File: src/rtl/ahb_lite_traffic_gen.sv
// AHB-Lite master issuing write / read-check / write-then-read SINGLE NONSEQ sequences.
// Latency: first address phase the cycle after start; N beats take N+1 cycles per pass with zero waits.
// Backpressure: HREADY=0 freezes all bus outputs and beat state; ERROR response aborts the run.
//
// Ports:
//   HCLK, HRESETn          bus clock, asynchronous active-low reset
//   start, mode            run request (sampled in IDLE only), 00 wr / 01 rd-check / 1x wr-then-rd
//   base_addr, word_cnt    first address (aligned internally), beats per pass (0 = no bus activity)
//   seed                   data pattern seed; beat data = seed ^ address
//   HADDR..HWDATA          AHB-Lite master outputs (SINGLE, unlocked, data/privileged access)
//   HREADY, HRDATA, HRESP  AHB-Lite slave response
//   busy, done             run in progress, one-cycle completion pulse
//   bus_err, err_cnt       ERROR seen / saturating read-mismatch count for the last run
//   first_err_addr         address of the first read mismatch of the last run (0 if none)
module ahb_lite_traffic_gen #(
    parameter int ADDR_W = 32,
    parameter int DATA_W = 32,
    parameter int CNT_W  = 16
) (
    input  logic                HCLK,
    input  logic                HRESETn,
    input  logic                start,
    input  logic [1:0]          mode,
    input  logic [ADDR_W-1:0]   base_addr,
    input  logic [CNT_W-1:0]    word_cnt,
    input  logic [DATA_W-1:0]   seed,
    output logic [ADDR_W-1:0]   HADDR,
    output logic [2:0]          HBURST,
    output logic                HMASTLOCK,
    output logic [3:0]          HPROT,
    output logic [2:0]          HSIZE,
    output logic [1:0]          HTRANS,
    output logic                HWRITE,
    output logic [DATA_W-1:0]   HWDATA,
    input  logic                HREADY,
    input  logic [DATA_W-1:0]   HRDATA,
    input  logic                HRESP,
    output logic                busy,
    output logic                done,
    output logic                bus_err,
    output logic [CNT_W-1:0]    err_cnt,
    output logic [ADDR_W-1:0]   first_err_addr
);

    localparam int BYTES = DATA_W / 8;
    localparam logic [ADDR_W-1:0] ADDR_STEP  = ADDR_W'(BYTES);
    localparam logic [ADDR_W-1:0] ALIGN_MASK = ~ADDR_W'(BYTES - 1);

    typedef enum logic [2:0] {
        S_IDLE,
        S_WR,
        S_GAP,
        S_RD,
        S_ERR,
        S_DONE
    } state_t;

    state_t              state_q, state_d;
    logic                nonseq_q, nonseq_d;        // address phase currently presented
    logic [ADDR_W-1:0]   haddr_q, haddr_d;
    logic                hwrite_q, hwrite_d;
    logic [DATA_W-1:0]   hwdata_q, hwdata_d;
    logic [CNT_W-1:0]    issued_q, issued_d;        // address phases presented in this pass
    logic                dph_vld_q, dph_vld_d;      // a data phase is outstanding
    logic                dph_wr_q, dph_wr_d;
    logic [ADDR_W-1:0]   dph_addr_q, dph_addr_d;
    logic                wtr_q, wtr_d;              // write pass followed by a read pass
    logic [ADDR_W-1:0]   base_q, base_d;
    logic [CNT_W-1:0]    cnt_q, cnt_d;
    logic [DATA_W-1:0]   seed_q, seed_d;
    logic                bus_err_q, bus_err_d;
    logic [CNT_W-1:0]    err_cnt_q, err_cnt_d;
    logic [ADDR_W-1:0]   first_err_q, first_err_d;

    function automatic logic [DATA_W-1:0] pattern(input logic [ADDR_W-1:0] a,
                                                   input logic [DATA_W-1:0] s);
        return s ^ DATA_W'(a);
    endfunction

    always_comb begin
        state_d     = state_q;
        nonseq_d    = nonseq_q;
        haddr_d     = haddr_q;
        hwrite_d    = hwrite_q;
        hwdata_d    = hwdata_q;
        issued_d    = issued_q;
        dph_vld_d   = dph_vld_q;
        dph_wr_d    = dph_wr_q;
        dph_addr_d  = dph_addr_q;
        wtr_d       = wtr_q;
        base_d      = base_q;
        cnt_d       = cnt_q;
        seed_d      = seed_q;
        bus_err_d   = bus_err_q;
        err_cnt_d   = err_cnt_q;
        first_err_d = first_err_q;

        case (state_q)
            S_IDLE: begin
                if (start) begin
                    wtr_d       = mode[1];
                    base_d      = base_addr & ALIGN_MASK;
                    cnt_d       = word_cnt;
                    seed_d      = seed;
                    bus_err_d   = 1'b0;
                    err_cnt_d   = '0;
                    first_err_d = '0;
                    if (word_cnt == '0) begin
                        state_d = S_DONE;
                    end else begin
                        state_d  = (mode == 2'b01) ? S_RD : S_WR;
                        nonseq_d = 1'b1;
                        haddr_d  = base_addr & ALIGN_MASK;
                        hwrite_d = (mode != 2'b01);
                        issued_d = CNT_W'(1);
                    end
                end
            end

            S_WR, S_RD: begin
                if (dph_vld_q && HRESP && !HREADY) begin
                    // First ERROR cycle: withdraw the pending address phase before
                    // the slave can accept it in the second ERROR cycle.
                    nonseq_d  = 1'b0;
                    hwrite_d  = 1'b0;
                    bus_err_d = 1'b1;
                    state_d   = S_ERR;
                end else if (HREADY) begin
                    if (dph_vld_q && !dph_wr_q &&
                        (HRDATA != pattern(dph_addr_q, seed_q))) begin
                        // err_cnt still zero means this is the first mismatch of the run
                        if (err_cnt_q == '0) begin
                            first_err_d = dph_addr_q;
                        end
                        if (err_cnt_q != '1) begin
                            err_cnt_d = err_cnt_q + CNT_W'(1);
                        end
                    end
                    if (nonseq_q) begin
                        dph_vld_d  = 1'b1;
                        dph_wr_d   = hwrite_q;
                        dph_addr_d = haddr_q;
                        if (hwrite_q) begin
                            hwdata_d = pattern(haddr_q, seed_q);
                        end
                        if (issued_q < cnt_q) begin
                            haddr_d  = haddr_q + ADDR_STEP;
                            issued_d = issued_q + CNT_W'(1);
                        end else begin
                            nonseq_d = 1'b0;
                            hwrite_d = 1'b0;
                        end
                    end else begin
                        // No address phase left: the final data phase just completed.
                        dph_vld_d = 1'b0;
                        state_d   = (state_q == S_WR && wtr_q) ? S_GAP : S_DONE;
                    end
                end
            end

            S_GAP: begin
                state_d  = S_RD;
                nonseq_d = 1'b1;
                hwrite_d = 1'b0;
                haddr_d  = base_q;
                issued_d = CNT_W'(1);
            end

            S_ERR: begin
                if (HREADY) begin
                    dph_vld_d = 1'b0;
                    state_d   = S_DONE;
                end
            end

            S_DONE: begin
                state_d = S_IDLE;
            end

            default: begin
                state_d = S_IDLE;
            end
        endcase
    end

    always_ff @(posedge HCLK or negedge HRESETn) begin
        if (!HRESETn) begin
            state_q     <= S_IDLE;
            nonseq_q    <= 1'b0;
            haddr_q     <= '0;
            hwrite_q    <= 1'b0;
            hwdata_q    <= '0;
            issued_q    <= '0;
            dph_vld_q   <= 1'b0;
            dph_wr_q    <= 1'b0;
            dph_addr_q  <= '0;
            wtr_q       <= 1'b0;
            base_q      <= '0;
            cnt_q       <= '0;
            seed_q      <= '0;
            bus_err_q   <= 1'b0;
            err_cnt_q   <= '0;
            first_err_q <= '0;
        end else begin
            state_q     <= state_d;
            nonseq_q    <= nonseq_d;
            haddr_q     <= haddr_d;
            hwrite_q    <= hwrite_d;
            hwdata_q    <= hwdata_d;
            issued_q    <= issued_d;
            dph_vld_q   <= dph_vld_d;
            dph_wr_q    <= dph_wr_d;
            dph_addr_q  <= dph_addr_d;
            wtr_q       <= wtr_d;
            base_q      <= base_d;
            cnt_q       <= cnt_d;
            seed_q      <= seed_d;
            bus_err_q   <= bus_err_d;
            err_cnt_q   <= err_cnt_d;
            first_err_q <= first_err_d;
        end
    end

    assign HADDR          = haddr_q;
    assign HBURST         = 3'b000;
    assign HMASTLOCK      = 1'b0;
    assign HPROT          = 4'b0011;
    assign HSIZE          = (DATA_W == 64) ? 3'b011 : 3'b010;
    assign HTRANS         = nonseq_q ? 2'b10 : 2'b00;
    assign HWRITE         = hwrite_q;
    assign HWDATA         = hwdata_q;
    assign busy           = (state_q != S_IDLE) && (state_q != S_DONE);
    assign done           = (state_q == S_DONE);
    assign bus_err        = bus_err_q;
    assign err_cnt        = err_cnt_q;
    assign first_err_addr = first_err_q;

endmodule

File: config.mk
export PLATFORM = sky130hd
export DESIGN_NAME = ahb_lite_traffic_gen
export DESIGN_NICKNAME = d
export VERILOG_FILES = /design/src/rtl/ahb_lite_traffic_gen.sv
export SDC_FILE = /design/constraint.sdc
export NUM_CORES = 1
export LEC_CHECK = 0
export CAP_MARGIN = 10
export CELL_PAD_IN_SITES_DETAIL_PLACEMENT = 1
export CELL_PAD_IN_SITES_GLOBAL_PLACEMENT = 2
export CORE_MARGIN = 3
export CORE_UTILIZATION = 35
export CTS_CLUSTER_SIZE = 8
export DETAILED_ROUTE_END_ITERATION = 16
export HOLD_SLACK_MARGIN = 0.05
export PLACE_DENSITY = 0.86
export SYNTH_ARGS = -nofsm -noshare
export SYNTH_HDL_FRONTEND = slang
export SYNTH_SLANG_ARGS = --single-unit
File: constraint.sdc
create_clock -name HCLK -period 4.33 [get_ports HCLK]
set_clock_uncertainty 0.15 [all_clocks]
set_input_delay 1.299 -clock HCLK [delete_from_list [all_inputs] [get_ports HCLK]]
set_output_delay 1.299 -clock HCLK [all_outputs]
set_load 0.01 [all_outputs]
==> impl_metrics.py, run 1 <==
metrics = {
    "synth": {
        "yosys-top-cells-count": "nand2_1, dfrtp_1, a21oi_1, clkbuf_1, o21ai_0",
        "synthTopCellsByArea": "dfrtp_1, nand2_1, xnor3_1",
        "synthArstFlopShare_pct": 100,
        "yosys.area.top_type_share_pct": 48.9,
        "synthDistinctLibCells": 67,
        "synth_edf_count": 0,
        "ys_seq_area_share_pct": 48.9,
        "synth_area_leader_cell": "dfrtp_1",
        "synth_most_common_cell": "nand2_1",
        "syn_inst": 1261,
        "syn-mean-instance-area_sq_um": 9.78,
        "yosysWarnings": 0,
        "synth_area_sq_um": 12300,
        "synthFlopType": "dfrtp_1",
        "ys_seq_elements": 241,
    },
    "die": {
        "pin_count": 248,
        "core-area_sq_um": 34600,
        "row_count": 68,
        "die-area_sq_um": 37500,
        "dieWidth_um": 194,
        "die_y_um": 194,
        "initial_core_util_pct": 35.6,
    },
    "sta": {
        "post-route-period-util_pct": 82.5,
        "tns_ns": 0,
        "maxSlewViolCount": 0,
        "fin_ws_ns": 0.756,
        "hold_ws_ns": 0.321,
        "rsz0062_at_grt": "no",
        "fin_crit_ns": 3.57,
        "max_clock_freq_mhz": 280,
        "worst_pin_slew_ns": 0.829,
        "finalSetupViolCount": 0,
        "slew_headroom_pct": 44.8,
        "hold_viol_final": 0,
    },
    "clock_tree": {
        "post_cts_buffers": 0,
        "cts_resized": 0,
        "cts_root_buf": "clkbuf_16",
        "cts.clk_slew.worst_paths_ns": 0.05,
        "cts.hold.buffers_added": 0,
        "cts_max_path_buffers": 3,
        "insertion_delay_ns": 0.52,
        "cts_buffers": 36,
        "htreeDepth": 2,
        "cts.sinks": 241,
        "cts_tree": "yes",
    },
    "power": {
        "p_int_mw": 7.38,
        "ir_drop_mv": 0.348,
        "power_density_nw_per_um2": 759,
        "clock_power_share_pct": 20.5,
        "power_mw": 12.3,
        "seq_power_share_pct": 34.0,
        "power.share.switching_pct": 39.8,
        "power.net_switching_mw": 4.89,
        "total_leakage_power_nw": 7.20,
        "power_frac_comb_pct": 45.6,
    },
    "run_status": {
        "status": "finished clean",
    },
    "critical_path": {
        "path_cells": "clkdlybuf4s50_1, or3b_4, a21oi_2, nand3b_1, a31oi_4, nand2_2, or3_1, o31ai_1",
        "critPathSlowestCell": "clkdlybuf4s50_1",
        "timing_worst_setup_path_type": "in -> reg",
        "crit_arrival_ns": 3.83,
        "critPathRequiredTime_ns": 4.59,
        "cp.depth": 8,
        "cp-start-kind": "primary input",
        "crit_fanout": 17,
        "cpLargestDelayFamily": "simple AND/OR/NAND/NOR gates",
        "reg2reg_depth": 10,
        "crit_buf_inv": 1,
        "worst_setup_path_end_kind": "register",
        "cpPeakStageDelay_ns": 0.52,
    },
    "route": {
        "drc": 0,
        "vias": 10822,
        "drtPass1Iterations": 5,
        "wl_per_cell_um": 22.3,
        "routed_wl_mm": 43.4,
        "drt_iter0_drc": 627,
        "ant_nets": 0,
        "avgViaCountPerCell": 5.56,
    },
    "cells_and_area": {
        "n_fill_cell": 3878,
        "area_delta_synth_final_pct": 31.1,
        "fin_util_pct": 46.7,
        "nets": 1622,
        "drive_above_1_share_pct": 8.66,
    },
    "hold_path": {
        "whs_path_depth": 1,
        "hold_path_class": "reg -> reg",
    },
    "place": {
        "gp_congestion": 0.839,
        "portBuffers": 229,
        "dp.final_hpwl_mm": 30.7,
        "dp_slack_ns": 0.238,
    },
    "grt": {
        "grt_pass1_vias": 11263,
        "antenna_found_initial": 6,
        "grt_max_degree": 69,
        "grt_pass1_wl_mm": 67.9,
        "gr-usage-all-layers_pct": 22.8,
        "grt_overflow": 0,
    },
    "flow_run": {
        "maxCapViolCount": 0,
    },
}
[layer usage]
metal  global-route usage, %  part of all wire (%)
met1                    32.5                    46
met2                    36.0                    46
met3                    3.98                   5.7
met4                    6.27                   2.5
met5                       0                 0.023
[path summary, 6_finish.rpt]
kind	startpoint	endpoint	slack, ns
setup / recovery	start	err_cnt[11]$_DFFE_PN0P_	0.76
hold / removal	dph_wr_q$_DFFE_PN0P_	dph_wr_q$_DFFE_PN0P_	0.32
setup reg to reg	issued_q[7]$_DFFE_PN0P_	HADDR[18]$_DFFE_PN0P_	1.23
hold reg to reg	dph_wr_q$_DFFE_PN0P_	dph_wr_q$_DFFE_PN0P_	0.32
max in group asynchronous	HRESETn	HWDATA[29]$_DFFE_PN0P_	2.49
min in group asynchronous	HRESETn	HWDATA[23]$_DFFE_PN0P_	0.56
[kinds of logic (layout without fill, tap and decap cells)]
family	count (synthesis)	in the layout	synth area share, %
adders and majority gates	19	19	1.93
and+or+nand+nor	466	466	16.8
DFF	241	241	48.9
xor gates and xnor gates	65	65	7.63
muxes	30	30	2.73
AOI/OAI and AO/OA	306	306	17.1
buffers and inverters	132	347	4.79
other	2	19	0.0609
[worst register-to-register path: cells and delay by family, from the launching register on]
family | cells | cell delay, ns
AND/OR/NAND/NOR | 3 | 0.68
flip-flops | 1 | 0.46
adder cells (fa/ha/maj) | 1 | 0.34
buffers and inverters | 2 | 0.49
AO/OA/AOI/OAI | 4 | 0.90
[power by group through the flow]
stage	Sequential [mW]	Clock (mW)	Combinational, mW
CTS	4.16	2.57	5.64
finish	4.17	2.51	5.59
detailed placement	4.18	0	5.59
global placement	4.12	0	5.43
floorplan	3.99	0	3.27
global route	4.30	2.66	6.10
[cells in the final DEF, fill, tap and decap left out, drive strengths merged, types with 34 or more instances in the layout]
| cell | n |
|---|---|
| nand3 | 38 |
| clkbuf | 40 |
| buf | 42 |
| nand2 | 269 |
| a22o | 34 |
| nor2 | 54 |
| o21ai | 64 |
| clkdlybuf4s50 | 228 |
| xnor2 | 38 |
| dfrtp | 241 |
| inv | 35 |
| a21oi | 60 |
[state kept, by name, summed over array words and instances (netlist names)]
signal,count
issued_q,16
bus_err,1
HADDR,30
dph_wr_q,1
HWDATA,32
wtr_q,1
state_q,3
err_cnt,16
seed_q,32
dph_vld_q,1
nonseq_q,1
base_q,30
dph_addr_q,30
first_err_addr,30
HWRITE,1
cnt_q,16
[cell type report]
| class | count | area (sq um) | area share (%) |
|---|---|---|---|
| Inverter | 33 | 124 | 0.766 |
| Sequential cell | 241 | 6030 | 37.3 |
| Antenna cell | 3 | 7.51 | 0.0464 |
| Clock buffer | 40 | 916 | 5.67 |
| Clock inverter | 4 | 50.0 | 0.310 |
| Timing Repair Buffer | 270 | 2670 | 16.5 |
| Tap cell | 455 | 569 | 3.52 |
| Multi-Input combinational cell | 902 | 5790 | 35.8 |
[stage by stage]
| step | std cells | instance area (sq um) |
|---|---|---|
| floorplan | 1275 | 12400 |
| global placement | 1900 | 15200 |
| detailed placement | 1900 | 15200 |
| CTS | 1944 | 16100 |
| global route | 1948 | 16200 |
| finish | 1948 | 16200 |
(Power assumes the default switching activity.)
==> run 2, diff against run 1 <==
- CORE_UTILIZATION: 35 -> 29
- PLACE_DENSITY: 0.86 -> 0.77
- clock period: 4.33 -> 3.2 ns (I/O delays scaled with it)
==> impl_metrics.py, run 2 (same netlist as run 1, synthesis figures left out) <==
metrics = {
    "place": {
        "dp.cells": 2022,
        "gp_congestion": 0.828,
        "portBuffers": 229,
        "dp_slack_ns": -0.453,
        "dp.final_hpwl_mm": 33.1,
        "place_area_sq_um": 15700,
    },
    "critical_path": {
        "critPathSlowestCell": "clkdlybuf4s50_1",
        "crit_arrival_ns": 1.99,
        "critPathRequiredTime_ns": 2.09,
        "reg2reg_depth": 10,
        "crit_fanout": 4,
        "cpPeakStageDelay_ns": 0.52,
        "cp-start-kind": "register",
        "path_cells": "nor2b_2, or3_1, clkdlybuf4s50_1",
        "worst_setup_path_end_kind": "primary output",
        "timing_worst_setup_path_type": "reg -> out",
    },
    "sta": {
        "finalSetupViolCount": 0,
        "hold_ws_ns": 0.209,
        "worst_pin_slew_ns": 0.699,
        "hold_viol_final": 0,
        "slew_headroom_pct": 53.4,
        "fin_crit_ns": 3.10,
        "fin_ws_ns": 0.0976,
        "max_clock_freq_mhz": 322,
        "maxSlewViolCount": 0,
        "rsz0062_at_grt": "no",
        "post-route-period-util_pct": 97.0,
    },
    "die": {
        "core-area_sq_um": 41400,
        "die-area_sq_um": 45000,
        "dieWidth_um": 212,
        "pin_count": 248,
        "die_y_um": 212,
        "row_count": 74,
        "initial_core_util_pct": 29.8,
    },
    "route": {
        "wl_per_cell_um": 22.2,
        "drt_iter0_drc": 635,
        "avgViaCountPerCell": 5.28,
        "drtPass1Iterations": 5,
        "routed_wl_mm": 45.9,
        "vias": 10916,
        "drc": 0,
        "ant_nets": 0,
    },
    "cells_and_area": {
        "fin_area_sq_um": 16700,
        "nets": 1666,
        "final_cell_mix": "nand2_1, dfrtp_1, clkdlybuf4s50_1",
        "n_fill_cell": 4541,
        "mostFrequentLayoutCell": "nand2_1",
        "stdcell_count": 2068,
        "fin_util_pct": 40.4,
        "area_delta_synth_final_pct": 35.5,
        "drive_above_1_share_pct": 11.3,
    },
    "clock_tree": {
        "cts_max_path_buffers": 3,
        "insertion_delay_ns": 0.53,
        "cts_buffers": 36,
        "cts_tree": "yes",
        "cts.sinks": 241,
        "cts_root_buf": "clkbuf_16",
        "htreeDepth": 2,
        "cts.clk_slew.worst_paths_ns": 0.05,
    },
    "power": {
        "ir_drop_mv": 0.491,
        "total_leakage_power_nw": 7.45,
        "power_density_nw_per_um2": 1020,
    },
    "flow_run": {
        "maxCapViolCount": 0,
    },
    "grt": {
        "grt_pass1_vias": 11699,
        "grt_overflow": 0,
        "grt_max_degree": 64,
        "antenna_found_initial": 1,
        "grt_pass1_wl_mm": 70.5,
        "gr-usage-all-layers_pct": 20.2,
    },
    "hold_path": {
        "hold_path_class": "in -> async",
    },
    "run_status": {
        "status": "finished clean",
    },
}
-- run 2: area by class of cell --
type	count	area, sq um	area share, %
inverter	33	124	0.741
antenna	2	5.00	0.0300
clock inverter	4	50.0	0.300
sequential	241	6030	36.1
tap	532	666	3.98
multi-input combinational	902	5800	34.7
clock buffer	40	916	5.48
timing repair buffer	314	3110	18.6
-- run 2: path summary, 6_finish.rpt --
kind / from / slack (ns) / to
setup / recovery: state_q[0]$_DFFE_PN0P_ / 0.1 / busy
hold / removal: HRESETn / 0.21 / cnt_q[4]$_DFFE_PN0P_
setup reg to reg: issued_q[13]$_DFFE_PN0P_ / 0.25 / HADDR[9]$_DFFE_PN0P_
hold reg to reg: base_q[7]$_DFFE_PN0P_ / 0.32 / base_q[7]$_DFFE_PN0P_
max in group asynchronous: HRESETn / 1.89 / first_err_addr[7]$_DFFE_PN0P_
min in group HCLK: base_q[7]$_DFFE_PN0P_ / 0.32 / base_q[7]$_DFFE_PN0P_
-- run 2: power breakdown --
group	internal, mW	total [mW]	switching [mW]
clock network	2.02	3.41	1.39
registers	4.32	5.66	1.33
logic	3.90	7.92	4.02
-- run 2: timing repair --
| action | in CTS | in global routing |
|---|---|---|
| buffers inserted | 0 | 0 |
| resized for setup | 0 | 2 |
| hold buffers | 0 | 0 |
| setup endpoints to repair | 0 | 4 |
-- run 2: per-stage QoR --
| step | setup TNS, ns | total power, mW |
|---|---|---|
| finish | 0 | 17.0 |
| global route | 0 | 18.1 |
| CTS | 0 | 17.2 |
| detailed placement | -20.34 | 13.7 |
| global placement | -13.85 | 13.4 |
| floorplan | 0 | 9.83 |
-- run 2: critical path, delay by kind of cell (launching register included) --
family	cells	cell delay [ns]
flops	1	0.40
simple gates	2	0.55
buf+inv	1	0.52
-- run 2: per-layer routing --
| layer | track usage [%] | up-vias | share of wire [%] | routed length (um) |
|---|---|---|---|---|
| li1 | - | 4989 | - | - |
| met4 | 4.99 | 0 | 2.0 | 907 |
| met1 | 27.8 | 5597 | 45 | 20700 |
| met5 | 0 | - | 0 | 0 |
| met2 | 33.2 | 278 | 47 | 21600 |
| met3 | 3.73 | 52 | 5.8 | 2640 |
==> run 3, diff against run 2 <==
- CORE_MARGIN: 3 -> default
==> impl_metrics.py, run 3 (same netlist as run 1, synthesis figures left out) <==
metrics = {
    "critical_path": {
        "cpPeakStageDelay_ns": 0.50,
        "crit_fanout": 7,
        "r2r_setup_slack_ns": 0.20,
        "worst_setup_path_end_kind": "primary output",
        "timing_worst_setup_path_type": "reg -> out",
        "cp-start-kind": "register",
        "path_cells": "nor2b_2, or3_1, clkdlybuf4s50_1",
        "critPathSlowestCell": "clkdlybuf4s50_1",
        "reg2reg_depth": 9,
        "timing.rr.end": "HADDR[22]$_DFFE_PN0P_",
        "critPathRequiredTime_ns": 2.09,
        "crit_arrival_ns": 2.03,
        "critical_path.reg2reg.startpoint": "issued_q[6]$_DFFE_PN0P_",
    },
    "power": {
        "ir_drop_mv": 0.367,
        "total_leakage_power_nw": 7.46,
        "clock_power_share_pct": 20.2,
        "power_density_nw_per_um2": 1010,
        "power.share.switching_pct": 39.5,
        "seq_power_share_pct": 33.1,
        "power_frac_comb_pct": 46.7,
        "power_mw": 17.0,
        "p_int_mw": 10.3,
        "power.net_switching_mw": 6.70,
    },
    "die": {
        "core-area_sq_um": 41900,
        "initial_core_util_pct": 29.4,
        "row_count": 75,
        "die_y_um": 208,
        "dieWidth_um": 208,
        "die-area_sq_um": 43300,
        "pin_count": 248,
    },
    "cells_and_area": {
        "nets": 1668,
        "stdcell_count": 2077,
        "regArea_sq_um": 6030,
        "multi_input_area_sq_um": 5810,
        "drive_above_1_share_pct": 11.7,
        "fin_util_pct": 39.9,
        "n_fill_cell": 4692,
        "mostFrequentLayoutCell": "nand2_1",
        "area_delta_synth_final_pct": 35.7,
        "final_cell_mix": "nand2_1, dfrtp_1, clkdlybuf4s50_1",
    },
    "clock_tree": {
        "cts_max_path_buffers": 3,
        "cts_tree": "yes",
        "cts_root_buf": "clkbuf_16",
        "cts.clk_slew.worst_paths_ns": 0.05,
        "insertion_delay_ns": 0.53,
        "htreeDepth": 2,
        "cts.hold.buffers_added": 0,
        "cts_buffers": 36,
        "cts.sinks": 241,
    },
    "sta": {
        "slew_headroom_pct": 62.9,
        "fin_crit_ns": 3.14,
        "rsz0062_at_grt": "no",
        "maxSlewViolCount": 0,
        "worst_pin_slew_ns": 0.557,
        "finalSetupViolCount": 0,
        "hold_viol_final": 0,
        "max_clock_freq_mhz": 318,
        "post-route-period-util_pct": 98.3,
    },
    "route": {
        "drt_iter0_drc": 705,
        "vias": 10781,
        "ant_nets": 0,
        "wl_per_cell_um": 21.6,
        "drc": 0,
        "routed_wl_mm": 44.8,
        "avgViaCountPerCell": 5.19,
        "drtPass1Iterations": 5,
    },
    "grt": {
        "grt_pass1_wl_mm": 70.0,
        "gr-usage-all-layers_pct": 20.9,
        "antenna_found_initial": 2,
        "grt_overflow": 0,
        "grt_pass1_vias": 11335,
        "grt_max_degree": 80,
    },
    "place": {
        "dp.final_hpwl_mm": 32.4,
        "gp_congestion": 0.811,
        "portBuffers": 229,
        "dp.cells": 2031,
    },
    "flow_run": {
        "maxCapViolCount": 0,
    },
    "hold_path": {
        "hold_path_class": "in -> async",
    },
    "run_status": {
        "status": "finished clean",
    },
}
run 3: critical path, delay by kind of cell, from the launching register on:
| kind | cells | cell delay, ns |
|---|---|---|
| AND/OR/NAND/NOR | 2 | 0.56 |
| buffers and inverters | 1 | 0.50 |
| flip-flops | 1 | 0.45 |
run 3: cell type report:
class	instances	area share (%)
diodes	3	0.0449
clock buffers	39	5.51
well taps	539	4.03
multi-input cells	902	34.7
inverters	33	0.740
repair buffers	316	18.6
clock inverters	4	0.322
flip-flops and latches	241	36.0
run 3: repair_timing:
action                                  4_1_cts  5_1_grt
buffers inserted                              0        0
endpoints found under the setup margin        1        6
cloned                                        0        0
gates resized for setup                       1        4
run 3: layer usage:
metal | wire length (um) | GRT usage [%] | up-vias
met5 | 0 | 0 | -
met4 | 740 | 5.47 | 0
met3 | 2290 | 3.58 | 55
met2 | 20700 | 32.8 | 274
met1 | 21100 | 29.7 | 5457
li1 | - | - | 4995
run 3: power by group through the flow:
stage               clock, mW  sequential (mW)  combinational [mW]
CTS                      3.51             5.62                8.01
floorplan                   0             5.40                4.43
global route             3.62             5.79                8.61
global placement            0             5.58                7.81
finish                   3.42             5.61                7.93
detailed placement          0             5.66                7.96
run 3: metrics by stage:
stage               TNS (ns)  hold WS [ns]  instance area [sq um]  setup slack [ns]
finish                     0         0.242                  16700            0.0556
global route               0         0.271                  16700           0.00542
CTS                        0         0.254                  16700           0.00593
detailed placement    -14.69         0.311                  15700            -0.479
global placement      -13.12         0.307                  15700            -0.452
floorplan                  0         0.291                  12400             0.475
run 3: how the worst max path moves through the flow:
stage / start / endpoint / slack (ns) / cells after the start
global placement: start / err_cnt[13]$_DFFE_PN0P_ / -0.45 / 8
detailed placement: start / err_cnt[13]$_DFFE_PN0P_ / -0.48 / 8
floorplan: start / err_cnt[13]$_DFFE_PN0P_ / 0.48 / 7
finish: state_q[0]$_DFFE_PN0P_ / busy / 0.06 / 3
global route: state_q[0]$_DFFE_PN0P_ / busy / 0.005 / 3
CTS: state_q[0]$_DFFE_PN0P_ / busy / 0.006 / 3
